===== config.mk =====
export PLATFORM = sky130hd
export DESIGN_NAME = cpu_step_controller
export DESIGN_NICKNAME = d
export VERILOG_FILES = /design/src/rtl/cpu_step_controller.sv
export SDC_FILE = /design/constraint.sdc
export NUM_CORES = 1
export LEC_CHECK = 0
export CAP_MARGIN = 20
export CORE_MARGIN = 5
export CORE_UTILIZATION = 44
export CTS_CLUSTER_DIAMETER = 200
export DETAILED_ROUTE_END_ITERATION = 12
export PLACE_DENSITY = 0.8
export SLEW_MARGIN = 40
export SYNTH_ARGS = -nofsm -noshare
export SYNTH_HDL_FRONTEND = slang
export SYNTH_SLANG_ARGS = --single-unit

===== constraint.sdc =====
create_clock -name i_clk_5mhz -period 3.3 [get_ports i_clk_5mhz]
set_clock_uncertainty 0.2 [all_clocks]
set_input_delay 0.66 -clock i_clk_5mhz [delete_from_list [all_inputs] [get_ports i_clk_5mhz]]
set_output_delay 0.66 -clock i_clk_5mhz [all_outputs]
set_load 0.005 [all_outputs]

===== src/rtl/cpu_step_controller.sv =====
// Step sequencer for the Cpu6502 clock enable: runs N cycles, one instruction,
// or until a breakpoint, then raises a widened completion pulse.
module cpu_step_controller #(
    parameter int unsigned COMPLETE_PULSE_CYCLES = 2,
    parameter int unsigned MAX_RUN_CYCLES        = 1000000,
    parameter int unsigned CNT_W                 = 32
) (
    input  logic             i_clk_5mhz,
    input  logic             i_reset_n,
    input  logic             i_step,
    input  logic [1:0]       i_mode,
    input  logic [15:0]      i_cycle_count,
    input  logic [15:0]      i_breakpoint_addr,
    input  logic             i_halt,
    input  logic             i_cpu_sync,
    input  logic [15:0]      i_cpu_address,
    output logic             o_cpu_clk_en,
    output logic             o_step_completed,
    output logic             o_busy,
    output logic [1:0]       o_stop_reason,
    output logic [CNT_W-1:0] o_cycles_executed
);

    localparam int unsigned RUN_BITS = $clog2(MAX_RUN_CYCLES + 1);
    localparam int unsigned RUN_W    = (RUN_BITS > 20) ? RUN_BITS : 20;
    localparam int unsigned PULSE_W  = (COMPLETE_PULSE_CYCLES > 1) ?
                                       $clog2(COMPLETE_PULSE_CYCLES) : 1;

    localparam logic [RUN_W-1:0]   RUN_LIMIT  = RUN_W'(MAX_RUN_CYCLES);
    localparam logic [PULSE_W-1:0] PULSE_LAST = PULSE_W'(COMPLETE_PULSE_CYCLES - 1);

    typedef enum logic [1:0] {
        S_IDLE = 2'd0,
        S_RUN  = 2'd1,
        S_DONE = 2'd2
    } state_e;

    typedef enum logic [1:0] {
        MODE_CYCLES = 2'd0,
        MODE_INSN   = 2'd1,
        MODE_BREAK  = 2'd2
    } mode_e;

    typedef enum logic [1:0] {
        RSN_COUNT = 2'd0,
        RSN_INSN  = 2'd1,
        RSN_BREAK = 2'd2,
        RSN_ABORT = 2'd3
    } reason_e;

    state_e             state_q, state_d;
    mode_e              mode_q, mode_d;
    logic [15:0]        count_q, count_d;
    logic [15:0]        bp_q, bp_d;
    logic [RUN_W-1:0]   run_q, run_d;
    logic [PULSE_W-1:0] pulse_q, pulse_d;
    reason_e            reason_q, reason_d;
    logic [CNT_W-1:0]   cycles_q, cycles_d;

    logic               stop;
    reason_e            stop_reason;
    logic               run_nonzero;
    logic               clk_en;

    assign run_nonzero = (run_q != '0);

    // Stop decision, highest priority first; it gates the CPU enable in the same cycle.
    always_comb begin
        stop        = 1'b0;
        stop_reason = RSN_COUNT;
        if (state_q == S_RUN) begin
            if (i_halt) begin
                stop        = 1'b1;
                stop_reason = RSN_ABORT;
            end else begin
                case (mode_q)
                    MODE_INSN: begin
                        if (run_nonzero && i_cpu_sync) begin
                            stop        = 1'b1;
                            stop_reason = RSN_INSN;
                        end else if (run_q == RUN_LIMIT) begin
                            stop        = 1'b1;
                            stop_reason = RSN_ABORT;
                        end
                    end
                    MODE_BREAK: begin
                        if (run_nonzero && i_cpu_sync && (i_cpu_address == bp_q)) begin
                            stop        = 1'b1;
                            stop_reason = RSN_BREAK;
                        end else if (run_q == RUN_LIMIT) begin
                            stop        = 1'b1;
                            stop_reason = RSN_ABORT;
                        end
                    end
                    default: begin
                        if (run_q == RUN_W'(count_q)) begin
                            stop        = 1'b1;
                            stop_reason = RSN_COUNT;
                        end
                    end
                endcase
            end
        end
    end

    always_comb begin
        state_d  = state_q;
        mode_d   = mode_q;
        count_d  = count_q;
        bp_d     = bp_q;
        run_d    = run_q;
        pulse_d  = pulse_q;
        reason_d = reason_q;
        cycles_d = cycles_q;
        clk_en   = 1'b0;

        case (state_q)
            S_IDLE: begin
                if (i_step) begin
                    case (i_mode)
                        2'd1:    mode_d = MODE_INSN;
                        2'd2:    mode_d = MODE_BREAK;
                        default: mode_d = MODE_CYCLES;
                    endcase
                    count_d = (i_cycle_count == '0) ? 16'd1 : i_cycle_count;
                    bp_d    = i_breakpoint_addr;
                    run_d   = '0;
                    state_d = S_RUN;
                end
            end
            S_RUN: begin
                clk_en = !stop;
                if (clk_en) begin
                    // Per-step counter saturates; the cumulative count wraps.
                    run_d    = (run_q == '1) ? run_q : run_q + RUN_W'(1);
                    cycles_d = cycles_q + CNT_W'(1);
                end
                if (stop) begin
                    reason_d = stop_reason;
                    pulse_d  = '0;
                    state_d  = S_DONE;
                end
            end
            S_DONE: begin
                if (pulse_q == PULSE_LAST) begin
                    state_d = S_IDLE;
                end else begin
                    pulse_d = pulse_q + PULSE_W'(1);
                end
            end
            default: state_d = S_IDLE;
        endcase
    end

    always_ff @(posedge i_clk_5mhz or negedge i_reset_n) begin
        if (!i_reset_n) begin
            state_q  <= S_IDLE;
            mode_q   <= MODE_CYCLES;
            count_q  <= '0;
            bp_q     <= '0;
            run_q    <= '0;
            pulse_q  <= '0;
            reason_q <= RSN_COUNT;
            cycles_q <= '0;
        end else begin
            state_q  <= state_d;
            mode_q   <= mode_d;
            count_q  <= count_d;
            bp_q     <= bp_d;
            run_q    <= run_d;
            pulse_q  <= pulse_d;
            reason_q <= reason_d;
            cycles_q <= cycles_d;
        end
    end

    assign o_cpu_clk_en      = clk_en;
    assign o_step_completed  = (state_q == S_DONE);
    assign o_busy            = (state_q != S_IDLE);
    assign o_stop_reason     = reason_q;
    assign o_cycles_executed = cycles_q;

endmodule


# --- After elaboration in Yosys (flattened, before gate mapping) ---
# Cells that the tools add are included.
classes:
  n_addsub: 3
  n_eq_ne: 15
  muxes: 26
  bitwise: 1
  reduce_logical: 15
ops:
  columns: ["op", "n"]
  rows:
  - ["20-bit two-way mux", 3]
  - ["20-bit == test (second input constant)", 2]
  - ["20-bit one-hot mux with 2 select lines", 1]
  - ["32-bit by 1-bit adder with 32-bit output (second input constant)", 1]
  - ["20-bit by 1-bit adder with 20-bit output (second input constant)", 1]
  - ["20-bit by 16-bit == test with 1-bit output", 1]
  - ["20-bit nonzero test", 1]
  - ["16-bit == test", 1]
  - ["16-bit zero test", 1]
  - ["16-bit two-way mux", 1]
  - ["2-bit two-way mux", 7]
  - ["1-bit two-way mux", 9]
  - ["2-bit inequality test (second input constant)", 4]
  - ["2-bit one-hot mux with 2 select lines", 2]
  - ["2-bit AND reduction", 4]
  - ["2-bit by 1-bit == test with 1-bit output (second input constant)", 3]
  - ["2-bit == test (second input constant)", 3]
  - ["2-bit one-hot mux with 3 select lines", 1]
  - ["2-bit nonzero test", 3]
  - ["1-bit one-hot mux with 2 select lines", 2]
  - ["4-bit AND reduction", 1]
  - ["3-bit AND reduction", 1]
  - ["1-bit logical AND", 2]
  - ["2-bit zero test", 1]
  - ["other kinds (4)", 4]
totals:
  register_bits: 91
  inputBits: 55
  wordCells: 68

# --- Logic depth before layout (Yosys ltp) ---
depth:
  ltp_word: 9
  ltp_mapped: 10
  ltp_nobuf: 10

# --- Worst setup path before layout ---
# No wires, ideal clock.
synth_timing:
  kind: "register to output"
  startpoint: "reg run_q[16]"
  endpoint: "out o_cpu_clk_en"
  arrival_time_ns: 2.041
  t_required_ns: 2.440
  slack_ns: 0.399
  path_stages_with_launch: 7
  path_buffers: 0
  path_cell_list: "dfrtp_1 > or4_1 > or4_1 > nor3_2 > a2111oi_0 > nand2_1 > clkinv_1"
synth_via:
  elab_chain_len: 9
  word_cells_on_any_way: 14
  cone_classes: "eq/ne (2); mux (8); reduce/logical (4)"
synth_lines:
  columns: ["item", "line", "source"]
  rows:
  - ["start, declared", "55", "logic [RUN_W-1:0] run_q, run_d;"]
  - ["start signal, assigned", "170", "run_q <= run_d;"]
  - ["20-bit nonzero test", "65", "assign run_nonzero = (run_q != '0);"]
  - ["1-bit logical AND", "78, 87", null]
  - ["1-bit logical AND", "87", "if (run_nonzero && i_cpu_sync && (i_cpu_address == bp_q)) begin"]
  - ["1-bit two-way mux", "87", null]
  - ["1-bit one-hot mux with 2 select lines *", "76", "case (mode_q)"]
  - ["1-bit two-way mux *", "72", "if (i_halt) begin"]
  - ["1-bit two-way mux *", "71", "if (state_q == S_RUN) begin"]
  - ["1-bit zero test *", "132", "clk_en = !stop;"]
  - ["1-bit two-way mux *", "117", "case (state_q)"]
  - ["end, declared", "17", "output logic o_cpu_clk_en,"]
# Mark *: on every way between the ends. The rest lies on a longest branch, timed or not.

# --- Final worst setup path ---
layout_timing:
  startpoint: "in i_cpu_address[1]"
  endpoint: "out o_cpu_clk_en"
layout_via:
  elab_chain_len: 8
layout_lines:
  columns: ["item", "line", "source"]
  rows:
  - ["start, declared", "16", "input logic [15:0] i_cpu_address,"]
  - ["16-bit == test", "87", null]
  - ["1-bit logical AND", "87", null]
  - ["1-bit two-way mux", "87", null]
  - ["1-bit one-hot mux with 2 select lines", "76", null]
  - ["1-bit two-way mux", "72", null]
  - ["1-bit two-way mux", "71", null]
  - ["1-bit zero test", "132", null]
  - ["1-bit two-way mux", "117", null]
# No other way between the ends.

==> results.cfg <==
[pwr]
power_density_nw_per_um2 = 601.9
power_leakage_nw = 2.746
total_power_mw = 3.876
peakVddDrop_uv = 376.4

[global_routing]
use_met2_pct = 30.98
grt_pass1_vias = 4184
grt_overflow_total = 0
grtUsageMet1_pct = 23.53
gr-usage-all-layers_pct = 18.86
grt_first_pass_wirelength_um = 19980
antenna_found_initial = 0
grt_start_max_net_pins = 64
grt.busiest_layer = met2
gr-usage-met3_pct = 4.895

[yosys]
synth_top_family_by_area = simple AND/OR/NAND/NOR gates
netlist.area_leader.share_pct = 46.90
synth-warning-count = 0
ys_seq_area_share_pct = 46.90
synth_most_common_cell = dfrtp_1
yosysUniqueCellTypes = 55
synth_edf_count = 0
async_flop_share_pct = 100.0
ys.flop_type = dfrtp_1
yosys-top-cells-area = dfrtp_1, mux2_2, xor2_1
avgSynthCellArea_um2 = 10.27
synthTopCellsByCount = dfrtp_1, nand2_1, xor2_1
synthesis.area_um2 = 4856
synth_area_leader_cell = dfrtp_1
synth_compound_area_share_pct = 6.957
ys_ff_latch = 91
netlist_instances = 473
synth_xor_area_share_pct = 11.52
syn-num-nets = 533
synth.mux.area_fraction_pct = 7.859
synth-adder-area-share_pct = 1.288
synthSimpleGateAreaFrac_pct = 21.62

[worst_setup_path]
reg2reg_slack_ns = 0.13
start_kind = input pin
rr_endpoint = run_q[6]
critPathMaxFanout = 2
r2r_start = run_q[16]
worstSetupPathType = input pin to primary output
cp.required_ns = 2.44
reg2reg_depth = 13
crit_path_top_delay_cell = clkdlybuf4s50_1
critPathArrivalTime_ns = 2.38
cp_cell_sequence = clkdlybuf4s50_1 > xor2_1 > nor4_1 > nand4_1 > a211o_4 > nand2_4 > clkinv_4 > buf_6
max_stage_delay_ns = 0.42
cp-end-kind = primary output

[final_layout]
post-route-util_pct = 59.41
syn_to_final_growth_pct = 32.62
drive_above_1_share_pct = 19.32
antenna_cells = 0
final_nets = 645
final_area_um2 = 6440

[clock_tree]
cts_tree = done
clockBufferDepth = 2
cts_hold_buffers = 0
htree_levels = 3
cts_buffers = 9
clk_latency_ns = 0.37
cts.sinks = 91
clk_pin_slew_worst_paths_ns = 0.09
cts_root_buffer = clkbuf_8

[floorplan]
die_area_um2 = 13240
chipHeight_um = 115.1
rows = 38
initial_utilization_pct = 44.79
core_um2 = 10840
num_io_pins = 92
die_x_um = 115.1

[placed_design]
routabilityCongestion = 0.9474
dpl_cell_area_um2 = 6065
port_buffers = 91
dp_hpwl_um = 8550

[routing]
wl_per_cell_um = 16.75
wirelength_um = 12220
vias = 4076
drc = 0
avgViaCountPerCell = 5.584
detail-route-antenna-nets = 0
drtPass1Iterations = 6
drtIter0Drc = 366

[timing]
worstMarginPinSlew_ns = 0.6346
post-route-period-util_pct = 98.06
fmax_mhz = 309.0
hold_ws_ns = 0.06736
finalHoldViolCount = 0
relSlewSlack_pct = 57.37
setup_viol = 0
finalMaxSlewViolations = 0
period_needed_ns = 3.236

[hold_path]
min_path_type = input pin to asynchronous set/reset pin

[job]
cap_violations = 0

[run_status]
outcome = finished, final reports clean
[worst max path at each step]
stage                                  from  slack, ns            to  cells after the start
final                      i_cpu_address[1]       0.06  o_cpu_clk_en                      8
after global routing       i_cpu_address[1]     -0.002  o_cpu_clk_en                      8
after CTS                         run_q[19]      -0.12  o_cpu_clk_en                      8
after detailed placement  i_cpu_address[13]      -0.41  o_cpu_clk_en                      9
after global placement    i_cpu_address[11]      -0.38  o_cpu_clk_en                      9
after floorplan                   run_q[16]       0.40  o_cpu_clk_en                      6
[cell families (layout without fill, tap and decap cells)]
| kind of cell | Yosys count | in the layout |
|---|---|---|
| AOI/OAI and AO/OA | 48 | 48 |
| xor gates and xnor gates | 63 | 63 |
| adders and majority gates | 5 | 5 |
| buffers and inverters | 45 | 162 |
| DFF | 91 | 91 |
| muxes | 34 | 34 |
| and+or+nand+nor | 187 | 187 |
[power by group]
part | leakage [nW] | internal [mW] | switching, mW
registers | 1.15 | 1.41 | 0.238
logic | 1.49 | 0.763 | 0.674
clock network | 0.0998 | 0.394 | 0.402
total | 2.75 | 2.56 | 1.31
[critical path, delay by kind of cell]
kind            cells  cell delay, ns
simple gates        3            0.62
compound gates      1            0.38
xor+xnor            1            0.14
buf+inv             3            0.58
[layout by cell type, fill, tap and decap left out, types with 3 or more instances in the layout]
cell type,netlist,routed
buf_6,2,6
dlymetal6s2s_1,0,3
and2_1,4,4
buf_4,0,30
o211ai_1,10,10
clkbuf_8,0,11
mux2_2,33,32
or4_1,13,11
clkdlybuf4s50_1,0,86
a31oi_1,6,5
nor2_1,21,18
nand2_1,47,46
nor4_1,11,10
and3_1,7,6
nand4_1,17,17
o21ai_0,10,10
ha_1,5,5
dfrtp_1,91,91
a21oi_1,5,5
xor2_1,38,38
inv_1,17,17
nor3_1,18,18
or4_4,1,3
nand3_1,27,27
nor4_2,2,3
xnor2_1,24,24
[metrics by stage]
stage	setup TNS, ns	instances	setup slack, ns
2_1_floorplan	0	473	0.3992
3_3_place_gp	-0.6973	706	-0.3812
3_5_place_dp	-0.9135	706	-0.4141
4_1_cts	-0.3061	732	-0.1215
5_1_grt	-0.001689	730	-0.001689
6_report	0	730	0.06400
[layout make-up]
cell class              count  area [um^2]
fillers                   902         4400
multi-input cells         337         2474
flip-flops and latches     91         2277
repair buffers            128         1236
well taps                 140        175.2
clock buffers              13        158.9
inverters                  18        72.57
clock inverters             3        46.29
[metal layers]
| metal | wire (um) | share of wire (%) | vias to the layer above |
|---|---|---|---|
| met5 | 0 | 0 | - |
| met4 | 256 | 2.1 | 0 |
| met3 | 962 | 7.9 | 32 |
| met2 | 6138 | 50 | 164 |
| met1 | 4866 | 40 | 1972 |
| li1 | - | - | 1908 |
[flip-flops by register name (all words and copies together), names as in the netlist]
signal and count:
o_cycles_executed 32, run_q 20, bp_q 16, count_q 16, mode_q 2, o_stop_reason 2
state_q 2, pulse_q 1
[timing repair]
action,CTS,global route
gates cloned,1,0
endpoints found under the setup margin,1,31
buffers inserted,12,1
resized for setup,25,7
pin swaps,8,8
No activity file was read; power rests on OpenSTA's default activity.
